[config.mk]
export PLATFORM = sky130hd
export DESIGN_NAME = mem_bus_bridge_flat
export DESIGN_NICKNAME = d
export VERILOG_FILES = /design/src/rtl/mem_bus_bridge_if.sv /design/src/rtl/mem_bus_bridge.sv /design/src/flat_wrapper.sv
export SDC_FILE = /design/constraint.sdc
export NUM_CORES = 1
export LEC_CHECK = 0
export BUFFER_PORTS_ARGS = -buffer_cell sky130_fd_sc_hd__buf_2
export CELL_PAD_IN_SITES_DETAIL_PLACEMENT = 0
export CELL_PAD_IN_SITES_GLOBAL_PLACEMENT = 2
export CORE_MARGIN = 2
export CORE_UTILIZATION = 28
export DETAILED_ROUTE_END_ITERATION = 8
export GPL_ROUTABILITY_DRIVEN = 0
export PLACE_DENSITY = 0.84
export SYNTH_ARGS = -nofsm -noshare
export SYNTH_HDL_FRONTEND = slang
export SYNTH_SLANG_ARGS = --single-unit
[constraint.sdc]
create_clock -name clk -period 2.75 [get_ports clk]
set_clock_uncertainty 0.1 [all_clocks]
set_input_delay 0 -clock clk [delete_from_list [all_inputs] [get_ports clk]]
set_output_delay 0 -clock clk [all_outputs]
set_load 0.02 [all_outputs]
[src/rtl/mem_bus_bridge_if.sv]
// Signal bundle between the MEM stage, the bridge and its DM/timer targets.
// master = bridge view, slave = the surrounding CPU/device view.
interface mem_bus_bridge_if;
    logic        cpu_req;
    logic        cpu_we;
    logic [31:0] cpu_addr;
    logic [3:0]  cpu_be;
    logic [31:0] cpu_wdata;
    logic [31:0] cpu_rdata;
    logic        cpu_done;
    logic        stall;
    logic [4:0]  excode;
    logic        dm_req;
    logic        dev_req;
    logic        dev_sel;
    logic        bus_we;
    logic [31:0] bus_addr;
    logic [3:0]  bus_be;
    logic [31:0] bus_wdata;
    logic        dm_ack;
    logic [31:0] dm_rdata;
    logic        dev_ack;
    logic [31:0] dev_rdata;

    modport master (
        input  cpu_req, cpu_we, cpu_addr, cpu_be, cpu_wdata,
        input  dm_ack, dm_rdata, dev_ack, dev_rdata,
        output cpu_rdata, cpu_done, stall, excode,
        output dm_req, dev_req, dev_sel, bus_we, bus_addr, bus_be, bus_wdata
    );

    modport slave (
        output cpu_req, cpu_we, cpu_addr, cpu_be, cpu_wdata,
        output dm_ack, dm_rdata, dev_ack, dev_rdata,
        input  cpu_rdata, cpu_done, stall, excode,
        input  dm_req, dev_req, dev_sel, bus_we, bus_addr, bus_be, bus_wdata
    );
endinterface

[src/rtl/mem_bus_bridge.sv]
// MEM-stage load/store sequencer onto DM, timer 0 or timer 1 with address-error reporting.
// Optional BRIDGE_TIMEOUT_EN: abort a WAIT that sees no ack within TIMEOUT cycles.
module mem_bus_bridge #(
    parameter logic [31:0] DM_TOP    = 32'h0000_2fff,
    parameter logic [31:0] TMR0_BASE = 32'h0000_7f00,
    parameter logic [31:0] TMR1_BASE = 32'h0000_7f10
`ifdef BRIDGE_TIMEOUT_EN
    ,
    parameter int unsigned TIMEOUT   = 16
`endif
) (
    input  logic               clk,
    input  logic               reset,
    mem_bus_bridge_if.master   bus
);
    typedef enum logic [1:0] {IDLE, WAIT, RESP} state_e;

    state_e      state_q;
    logic [31:0] cpu_rdata_q, bus_addr_q, bus_wdata_q;
    logic [3:0]  bus_be_q;
    logic [4:0]  excode_q;
    logic        cpu_done_q, dm_req_q, dev_req_q, dev_sel_q, bus_we_q;

`ifdef BRIDGE_TIMEOUT_EN
    localparam int unsigned CNT_W = (TIMEOUT > 2) ? $clog2(TIMEOUT) : 1;
    logic [CNT_W-1:0] cnt_q;
`endif

    logic [31:0] off0, off1;
    logic        hit_dm, hit_t0, hit_t1, hit_tmr, misalign, acc_err, tgt_ack;
    logic [3:0]  tmr_off;
    logic [4:0]  err_code;

    // Offsets wrap to huge values below a base, so one unsigned compare bounds each window.
    always_comb begin
        off0     = bus.cpu_addr - TMR0_BASE;
        off1     = bus.cpu_addr - TMR1_BASE;
        hit_dm   = bus.cpu_addr <= DM_TOP;
        hit_t0   = off0 <= 32'd11;
        hit_t1   = off1 <= 32'd11;
        hit_tmr  = hit_t0 | hit_t1;
        tmr_off  = hit_t0 ? off0[3:0] : off1[3:0];
        misalign = ((bus.cpu_be == 4'hf) && (bus.cpu_addr[1:0] != 2'b00)) ||
                   (((bus.cpu_be == 4'b0011) || (bus.cpu_be == 4'b1100)) && bus.cpu_addr[0]);
        acc_err  = misalign || (hit_tmr && (bus.cpu_be != 4'hf)) ||
                   (hit_tmr && bus.cpu_we && (tmr_off == 4'h8)) || !(hit_dm || hit_tmr);
        err_code = bus.cpu_we ? 5'd5 : 5'd4;
        tgt_ack  = dm_req_q ? bus.dm_ack : bus.dev_ack;
    end

    always_ff @(posedge clk or negedge reset) begin
        if (!reset) begin
            state_q     <= IDLE;
            cpu_rdata_q <= '0;
            cpu_done_q  <= 1'b0;
            excode_q    <= '0;
            dm_req_q    <= 1'b0;
            dev_req_q   <= 1'b0;
            dev_sel_q   <= 1'b0;
            bus_we_q    <= 1'b0;
            bus_addr_q  <= '0;
            bus_be_q    <= '0;
            bus_wdata_q <= '0;
`ifdef BRIDGE_TIMEOUT_EN
            cnt_q       <= '0;
`endif
        end else begin
            case (state_q)
                IDLE: begin
                    cpu_done_q <= 1'b0;
                    excode_q   <= '0;
                    if (bus.cpu_req) begin
                        if (acc_err) begin
                            state_q     <= RESP;
                            cpu_done_q  <= 1'b1;
                            excode_q    <= err_code;
                            cpu_rdata_q <= '0;
                        end else begin
                            state_q     <= WAIT;
                            dm_req_q    <= hit_dm;
                            dev_req_q   <= hit_tmr;
                            dev_sel_q   <= hit_t1;
                            bus_we_q    <= bus.cpu_we;
                            bus_addr_q  <= bus.cpu_addr;
                            bus_be_q    <= bus.cpu_be;
                            bus_wdata_q <= bus.cpu_wdata;
`ifdef BRIDGE_TIMEOUT_EN
                            cnt_q       <= '0;
`endif
                        end
                    end
                end
                WAIT: begin
                    // An ack on the final counted cycle still completes the access.
                    if (tgt_ack) begin
                        state_q     <= RESP;
                        dm_req_q    <= 1'b0;
                        dev_req_q   <= 1'b0;
                        cpu_done_q  <= 1'b1;
                        excode_q    <= '0;
                        cpu_rdata_q <= bus_we_q ? 32'h0 : (dm_req_q ? bus.dm_rdata : bus.dev_rdata);
                    end
`ifdef BRIDGE_TIMEOUT_EN
                    else if (cnt_q == CNT_W'(TIMEOUT - 1)) begin
                        state_q     <= RESP;
                        dm_req_q    <= 1'b0;
                        dev_req_q   <= 1'b0;
                        cpu_done_q  <= 1'b1;
                        excode_q    <= bus_we_q ? 5'd5 : 5'd4;
                        cpu_rdata_q <= '0;
                    end else begin
                        cnt_q <= cnt_q + 1'b1;
                    end
`endif
                end
                RESP: begin
                    state_q    <= IDLE;
                    cpu_done_q <= 1'b0;
                    excode_q   <= '0;
                end
                default: state_q <= IDLE;
            endcase
        end
    end

    assign bus.cpu_rdata = cpu_rdata_q;
    assign bus.cpu_done  = cpu_done_q;
    assign bus.excode    = excode_q;
    assign bus.stall     = bus.cpu_req & ~cpu_done_q;
    assign bus.dm_req    = dm_req_q;
    assign bus.dev_req   = dev_req_q;
    assign bus.dev_sel   = dev_sel_q;
    assign bus.bus_we    = bus_we_q;
    assign bus.bus_addr  = bus_addr_q;
    assign bus.bus_be    = bus_be_q;
    assign bus.bus_wdata = bus_wdata_q;
endmodule

[src/flat_wrapper.sv]
// flat-port wrapper written by rule: the top's interface ports become plain ports
module mem_bus_bridge_flat 
#(
    parameter logic [31:0] DM_TOP    = 32'h0000_2fff,
    parameter logic [31:0] TMR0_BASE = 32'h0000_7f00,
    parameter logic [31:0] TMR1_BASE = 32'h0000_7f10

)
  (clk, reset, bus_cpu_req, bus_cpu_we, bus_cpu_addr, bus_cpu_be, bus_cpu_wdata, bus_dm_ack, bus_dm_rdata, bus_dev_ack, bus_dev_rdata, bus_cpu_rdata, bus_cpu_done, bus_stall, bus_excode, bus_dm_req, bus_dev_req, bus_dev_sel, bus_bus_we, bus_bus_addr, bus_bus_be, bus_bus_wdata);
  mem_bus_bridge_if bus_i ();
  input  logic clk;
  input  logic reset;
  input wire logic [$bits(bus_i.cpu_req)-1:0] bus_cpu_req;
  input wire logic [$bits(bus_i.cpu_we)-1:0] bus_cpu_we;
  input wire logic [$bits(bus_i.cpu_addr)-1:0] bus_cpu_addr;
  input wire logic [$bits(bus_i.cpu_be)-1:0] bus_cpu_be;
  input wire logic [$bits(bus_i.cpu_wdata)-1:0] bus_cpu_wdata;
  input wire logic [$bits(bus_i.dm_ack)-1:0] bus_dm_ack;
  input wire logic [$bits(bus_i.dm_rdata)-1:0] bus_dm_rdata;
  input wire logic [$bits(bus_i.dev_ack)-1:0] bus_dev_ack;
  input wire logic [$bits(bus_i.dev_rdata)-1:0] bus_dev_rdata;
  output wire logic [$bits(bus_i.cpu_rdata)-1:0] bus_cpu_rdata;
  output wire logic [$bits(bus_i.cpu_done)-1:0] bus_cpu_done;
  output wire logic [$bits(bus_i.stall)-1:0] bus_stall;
  output wire logic [$bits(bus_i.excode)-1:0] bus_excode;
  output wire logic [$bits(bus_i.dm_req)-1:0] bus_dm_req;
  output wire logic [$bits(bus_i.dev_req)-1:0] bus_dev_req;
  output wire logic [$bits(bus_i.dev_sel)-1:0] bus_dev_sel;
  output wire logic [$bits(bus_i.bus_we)-1:0] bus_bus_we;
  output wire logic [$bits(bus_i.bus_addr)-1:0] bus_bus_addr;
  output wire logic [$bits(bus_i.bus_be)-1:0] bus_bus_be;
  output wire logic [$bits(bus_i.bus_wdata)-1:0] bus_bus_wdata;
  assign bus_i.cpu_req = bus_cpu_req;
  assign bus_i.cpu_we = bus_cpu_we;
  assign bus_i.cpu_addr = bus_cpu_addr;
  assign bus_i.cpu_be = bus_cpu_be;
  assign bus_i.cpu_wdata = bus_cpu_wdata;
  assign bus_i.dm_ack = bus_dm_ack;
  assign bus_i.dm_rdata = bus_dm_rdata;
  assign bus_i.dev_ack = bus_dev_ack;
  assign bus_i.dev_rdata = bus_dev_rdata;
  assign bus_cpu_rdata = bus_i.cpu_rdata;
  assign bus_cpu_done = bus_i.cpu_done;
  assign bus_stall = bus_i.stall;
  assign bus_excode = bus_i.excode;
  assign bus_dm_req = bus_i.dm_req;
  assign bus_dev_req = bus_i.dev_req;
  assign bus_dev_sel = bus_i.dev_sel;
  assign bus_bus_we = bus_i.bus_we;
  assign bus_bus_addr = bus_i.bus_addr;
  assign bus_bus_be = bus_i.bus_be;
  assign bus_bus_wdata = bus_i.bus_wdata;
  mem_bus_bridge #(.DM_TOP(DM_TOP), .TMR0_BASE(TMR0_BASE), .TMR1_BASE(TMR1_BASE)) u_core (.clk(clk), .reset(reset), .bus(bus_i));
endmodule
==> results of run 1 <==
cell type report:
class                   count  share of cell area, %
multi-input cells         249                   25.2
well taps                 225                   3.39
flip-flops and latches    109                   32.8
inverters                   9                  0.406
clock inverters             6                   1.10
clock buffers              10                   2.87
repair buffers            406                   34.2
through the flow:
stage	TNS, ns	util, %
after floorplan	0	-
after global placement	-10.59	38.6
after detailed placement	-13.62	38.6
after CTS	0	47.4
after global routing	0	48.2
final	0	48.2
cells by family (layout without fill, tap and decap cells):
kind of cell / after synthesis / count (layout) / share of synthesized area [%]
buf+inv: 31 / 431 / 3.00
simple gates: 84 / 84 / 9.73
flops: 109 / 109 / 55.5
other cells: 1 / 3 / 0.0763
xor+xnor: 2 / 2 / 0.357
compound gates: 71 / 71 / 11.7
mux: 86 / 86 / 18.8
fa+ha+maj: 3 / 3 / 0.764
worst register-to-register path, cell delays in order (launching register included):
cell,delay [ns]
dfrtp_1,0.42
inv_1,0.08
ha_1,0.19
nand4_1,0.08
or3_1,0.32
nor3_1,0.25
nor2_1,0.11
o21a_1,0.18
a211o_1,0.26
repair_timing:
| item | in CTS | in global routing |
|---|---|---|
| hold buffers | 118 | 0 |
| endpoints found under the setup margin | 0 | 71 |
| endpoints found under the hold margin | 130 | 0 |
| resized for setup | 0 | 9 |
| buffers inserted | 0 | 2 |
flip-flops by register name (all words and copies together), names as in the netlist, 2 cells and up:
signal	cells
u_core.bus.bus_addr	32
u_core.bus.bus_wdata	32
u_core.bus.cpu_rdata	32
u_core.bus.bus_be	4
u_core.bus.excode	2
u_core.state_q	2
layer usage:
layer / track usage, % / part of all wire, % / up-vias
met5: 0 / 0 / -
met4: 4.28 / 1.2 / 0
met3: 5.18 / 7.8 / 14
met2: 27.7 / 49 / 169
met1: 19.1 / 42 / 2214
li1: - / - / 2223
cells in the final DEF, fill, tap and decap left out, types with 2 or more instances in the layout:
cell type / Yosys / final
buf_2: 1 / 244
dlygate4sd3_1: 0 / 118
dfrtp_1: 109 / 108
mux2_1: 52 / 52
mux2i_1: 34 / 34
buf_4: 8 / 34
o2bb2ai_1: 32 / 32
nor2b_1: 17 / 17
nor2_1: 15 / 14
nand2_1: 14 / 14
clkbuf_16: 0 / 11
inv_1: 8 / 8
a21oi_1: 7 / 7
nand4_1: 5 / 5
or4_1: 5 / 5
buf_12: 0 / 5
nor3_1: 5 / 4
or3b_1: 4 / 4
nor4_1: 3 / 3
o22ai_1: 3 / 3
or3_1: 3 / 3
a211oi_1: 3 / 3
o21ai_1: 2 / 3
o21a_1: 3 / 3
ha_1: 3 / 3
conb_1: 1 / 3
and2_1: 2 / 2
o211ai_1: 2 / 2
nand3_2: 0 / 2
xnor2_1: 2 / 2
a2111oi_0: 2 / 2
a2111oi_4: 0 / 2
a31oi_1: 2 / 2
bufinv_16: 0 / 2
inv_6: 0 / 2
buf_6: 0 / 2
path summary, 6_finish.rpt:
path / startpoint / cells after the start / slack (ns) / to
max in group asynchronous: reset / 3 / 1.72 / u_core.bus.bus_wdata[18]
min in group asynchronous: reset / 2 / 0.08 / u_core.bus.cpu_rdata[16]
worst min-delay path: bus_cpu_req / 3 / 0.04 / u_core.bus.dev_sel
worst max-delay path: bus_cpu_addr[9] / 12 / 0.13 / u_core.bus.bus_wdata[30]
worst max register to register: u_core.state_q[0] / 8 / 0.66 / u_core.bus.dev_req
worst min register to register: u_core.bus.bus_addr[11] / 1 / 0.38 / u_core.bus.bus_addr[11]
power groups by stage:
stage                     clock network (W)  logic, W  registers [W]
after floorplan                           0  0.000208        0.00167
after global placement                    0  0.000499        0.00166
after detailed placement                  0  0.000504        0.00166
after CTS                           0.00148  0.000635        0.00163
after global routing                0.00154  0.000696        0.00163
final                               0.00142  0.000639        0.00163
==> metrics, run 1 <==
status=finished clean; mapped cell area=between 4000 and 5000 um2; largest net degree at the start of global routing=66; global-route wire length before repair=roughly 23 mm; worst slew pin tran=0.628 ns; Initial DRC Count=~120; IO buf count=about 250; Slew Viols, Final=0; delay-heaviest family, CP=buffers and inverters; Layout fillers=1551; pre-CTS WS=-0.239 ns; Synth area leaders=dfrtp_1, mux2_1, mux2i_1; Final ANT Viol Nets=0; CP max-delay cell=dlygate4sd3_1; I/O pin count=249; Post-synth top cells=dfrtp_1, mux2_1, mux2i_1; CTS tree=built; Congestion Overflow GR=0; area of all sequential standard cells=2730 um2; Yosys warning total=0; number of global-route vias before repair=4779; Initial DRT Pass Iterations=4; Placed Area=roughly 6700 um2; f_max=between 300 and 400 MHz; Crit Path Max Fanout=12; register area share after synthesis=between 50% and 60%; CTS buffer count=9; share of the synthesized area in the top cell type=a little under three fifths; Final period util=between 90% and 100%; core area=around 17000 um2; Area Growth Syn to Fin=69.2%; WHS=about 0.04 ns; initial antenna violation count=0; kind of critical path=in -> reg; CTS Buffer Depth=2; WL/cell=around 15 um; Clock Tree Root=clkbuf_16; Hold WC Path Type=in -> reg; Die Area=roughly 19000 um2; die width=between 100 and 150 um; Int Power=roughly 0.0028 W; H-tree Lvls=3; Finished Layout Cells=just over 1000; CTS sink count=roughly 110; Max-Cap Viols=0; min Tclk post-route=2.62 ns; crit path cell chain=dlygate4sd3_1 > buf_2 > nand4_1 > nor3_2 > buf_4 > o31a_1 > a2111oi_4 > nand3_2 > a21oi_4 > buf_12 > buf_8 > mux2_1; Nets=925; Clk Latency, worst-skew pair=around 0.34 ns; GRT Util Overall=between 10% and 20%; Worst path max stage delay=roughly 0.53 ns; Hold Violations, Final=0; Via Count=4620; area leader, netlist=dfrtp_1; leakage=4.59 nW; Switch Pwr=0.000922 W; worst vdd ir=0.000467 V; power share of the sequential group=approximately 44%; Synth cell types=54; Sw Ratio=25.0%; layout cells sized above 1=roughly two fifths; critical path startpoint category=primary input; top_reg_cell synth=dfrtp_1; Pwr Density=444 nW/um2; Syn Inst Count=around 390; RSZ-0062 raised after global routing=false; Critical Path AT=between 2 and 3 ns; slew margin rel.=57.6%; Worst EP required=~2.9 ns; top-count cell post-synth=dfrtp_1; via/cell ratio=4.56; Buffers & Inverters on Critical Path=5; Post-synth EDFFs=0; final wirelength=approximately 15 mm; #FFs+latches synth=roughly 110; Syn Area/Cell=12.7 um2; hpwl dp=slightly above 10 mm; power consumption=between 0.003 and 0.004 W; Reg clk slew, reported paths=~0.07 ns; CP endpoint kind=flop; fin worst setup slack=around 0.13 ns; Die Height=about 140 um; FFs w/ async S/R, synth=100%; placed cell count=approximately 870; area of the multi-input gates=around 2100 um2; cell area after layout=between 8000 and 9000 um2; DRC Markers=0; Ant. Diodes=0; Site Rows=48; power share of the clock group=roughly two fifths; Initial Util=28.5%; combinational power share=roughly 17%; # setup viols final=0
No activity file was read; power rests on OpenSTA's default activity.
==> inputs of run 2 (changes only) <==
PLACE_DENSITY = 0.78   (was 0.84)
==> run 2 against run 1 <==
Compared with the run above: fmax is 0.80% higher; critical path type unchanged; cell count is 0.49% lower; power is 4.8% lower; highest routed layer unchanged; first-iteration DRC count is 15% higher; clock-buffer cell count is 1 lower; register-to-register slack worse by 0.22 ns; utilization is 0.86 points lower; combinational power is 0.8% lower; worst hold slack better by 0.0087 ns.
==> metrics, run 2 (synthesized netlist as in run 1, its figures left out) <==
DRC Markers=0; Nets=920; GRT Util Overall=between 15 and 20%; Critical Path AT=2.73 ns; CP max-delay cell=or4_1; CTS tree=built; via/cell ratio=4.56; Die Area=~19000 um2; worst vdd ir=0.000371 V; global-route wire length before repair=23.7 mm; Initial Util=around 29%; core area=approximately 17000 um2; CTS Buffer Depth=2; status=finished clean; worst slew pin tran=just over 0.6 ns; # setup viols final=0; Finished Layout Cells=slightly above 1000; Final ANT Viol Nets=0; CTS sink count=109; Congestion Overflow GR=0; largest net degree at the start of global routing=110; Area Growth Syn to Fin=66.2%; die width=between 100 and 150 um; Die Height=around 140 um; kind of critical path=in -> reg; Clk Latency, worst-skew pair=0.34 ns; WL/cell=around 15 um; f_max=just under 400 MHz; CP endpoint kind=flop; final wirelength=between 15 and 20 mm; initial antenna violation count=0; I/O pin count=~250; leakage=4.52 nW; commonest cells after routing, fill and taps aside=buf_2, dlygate4sd3_1, dfrtp_1, mux2_1, buf_4; Reg clk slew, reported paths=about 0.07 ns; CTS buffer count=9; Ant. Diodes=0; crit path cell chain=buf_2 > or4_1 > o22ai_1 > or3b_1 > a2111oi_4 > nand3_1 > a21oi_4 > buf_4 > mux2_1; IO buf count=around 250; slew margin rel.=between 50% and 60%; critical path startpoint category=primary input; H-tree Lvls=3; post-layout util=47.4%; Via Count=4597; number of global-route vias before repair=~5000; Max-Cap Viols=0; Pwr Density=~430 nW/um2; Slew Viols, Final=0; most common cell after layout, fill and taps aside=buf_2; Worst path max stage delay=roughly 0.54 ns; Initial DRC Count=around 140; WHS=a little under 0.05 ns; Crit Path Max Fanout=13; Hold Violations, Final=0; Hold WC Path Type=in -> reg; Clock Tree Root=clkbuf_16; Site Rows=48; layout cells sized above 1=about two fifths; hpwl dp=10.2 mm; postcts setup bufs=0; Worst EP required=around 2.9 ns; Final period util=94.6%; min Tclk post-route=2.60 ns; Initial DRT Pass Iterations=6; placed cell count=875
==> run 2: cell types whose count changed in the layout (fill, tap and decap cells not counted), sizes merged <==
cell / change
buf: -3
bufinv: -2
clkbuf: -3
clkinv: +2
clkinvlp: +1
==> run 2: final cells by class <==
type / instances / area, um2
clock buffer: 9 / 225
clock inverter: 7 / 58.8
fill: 1597 / 9070
inverter: 9 / 33.8
multi-input combinational: 249 / 2090
sequential: 109 / 2730
tap: 225 / 282
timing repair buffer: 401 / 2750
==> run 2: path summary, 6_finish.rpt <==
kind	slack (ns)	start	endpoint	depth (start not counted)
min in group asynchronous	0.13	reset	u_core.bus.cpu_rdata[13]	3
setup reg to reg	0.44	u_core.state_q[1]	u_core.bus.dev_req	8
max in group asynchronous	1.91	reset	u_core.bus.bus_addr[10]	3
setup / recovery	0.15	bus_cpu_addr[26]	u_core.bus.bus_wdata[26]	9
hold reg to reg	0.38	u_core.bus.bus_addr[6]	u_core.bus.bus_addr[6]	1
hold / removal	0.05	bus_cpu_req	u_core.state_q[1]	4
==> run 2: through the flow <==
stage                     TNS [ns]  setup WS, ns  area, um2  total power (W)
after floorplan                  0        0.0361       4930          0.00188
after global placement      -15.26        -0.248       6660          0.00215
after detailed placement    -17.61        -0.300       6660          0.00216
after CTS                        0        0.0732       8130          0.00357
after global routing        -0.169       -0.0189       8170          0.00369
final                            0         0.149       8170          0.00351
==> run 2: repair_timing <==
action,CTS,global route
resized for setup,0,8
endpoints found under the hold margin,195,0
hold buffers,118,0
endpoints found under the setup margin,0,98
==> run 2: worst max-delay path: cells and delay by family <==
family | cells | cell delay [ns]
buffers and inverters | 2 | 0.36
AOI/OAI and AO/OA | 3 | 0.86
and+or+nand+nor | 3 | 1.16
muxes | 1 | 0.35
==> run 2: where the power goes <==
group | total [W] | internal (W) | switching (W)
Clock | 0.00125 | 0.000628 | 0.000619
Combinational | 0.000634 | 0.000311 | 0.000323
Sequential | 0.00163 | 0.00162 | 0.0000112
Total | 0.00351 | 0.00256 | 0.000953
==> run 2: metal layers <==
layer	GRT usage [%]	share of wire [%]
met3	4.10	6.9
met2	28.4	49
met4	6.02	1.8
met1	19.3	42
met5	0	0
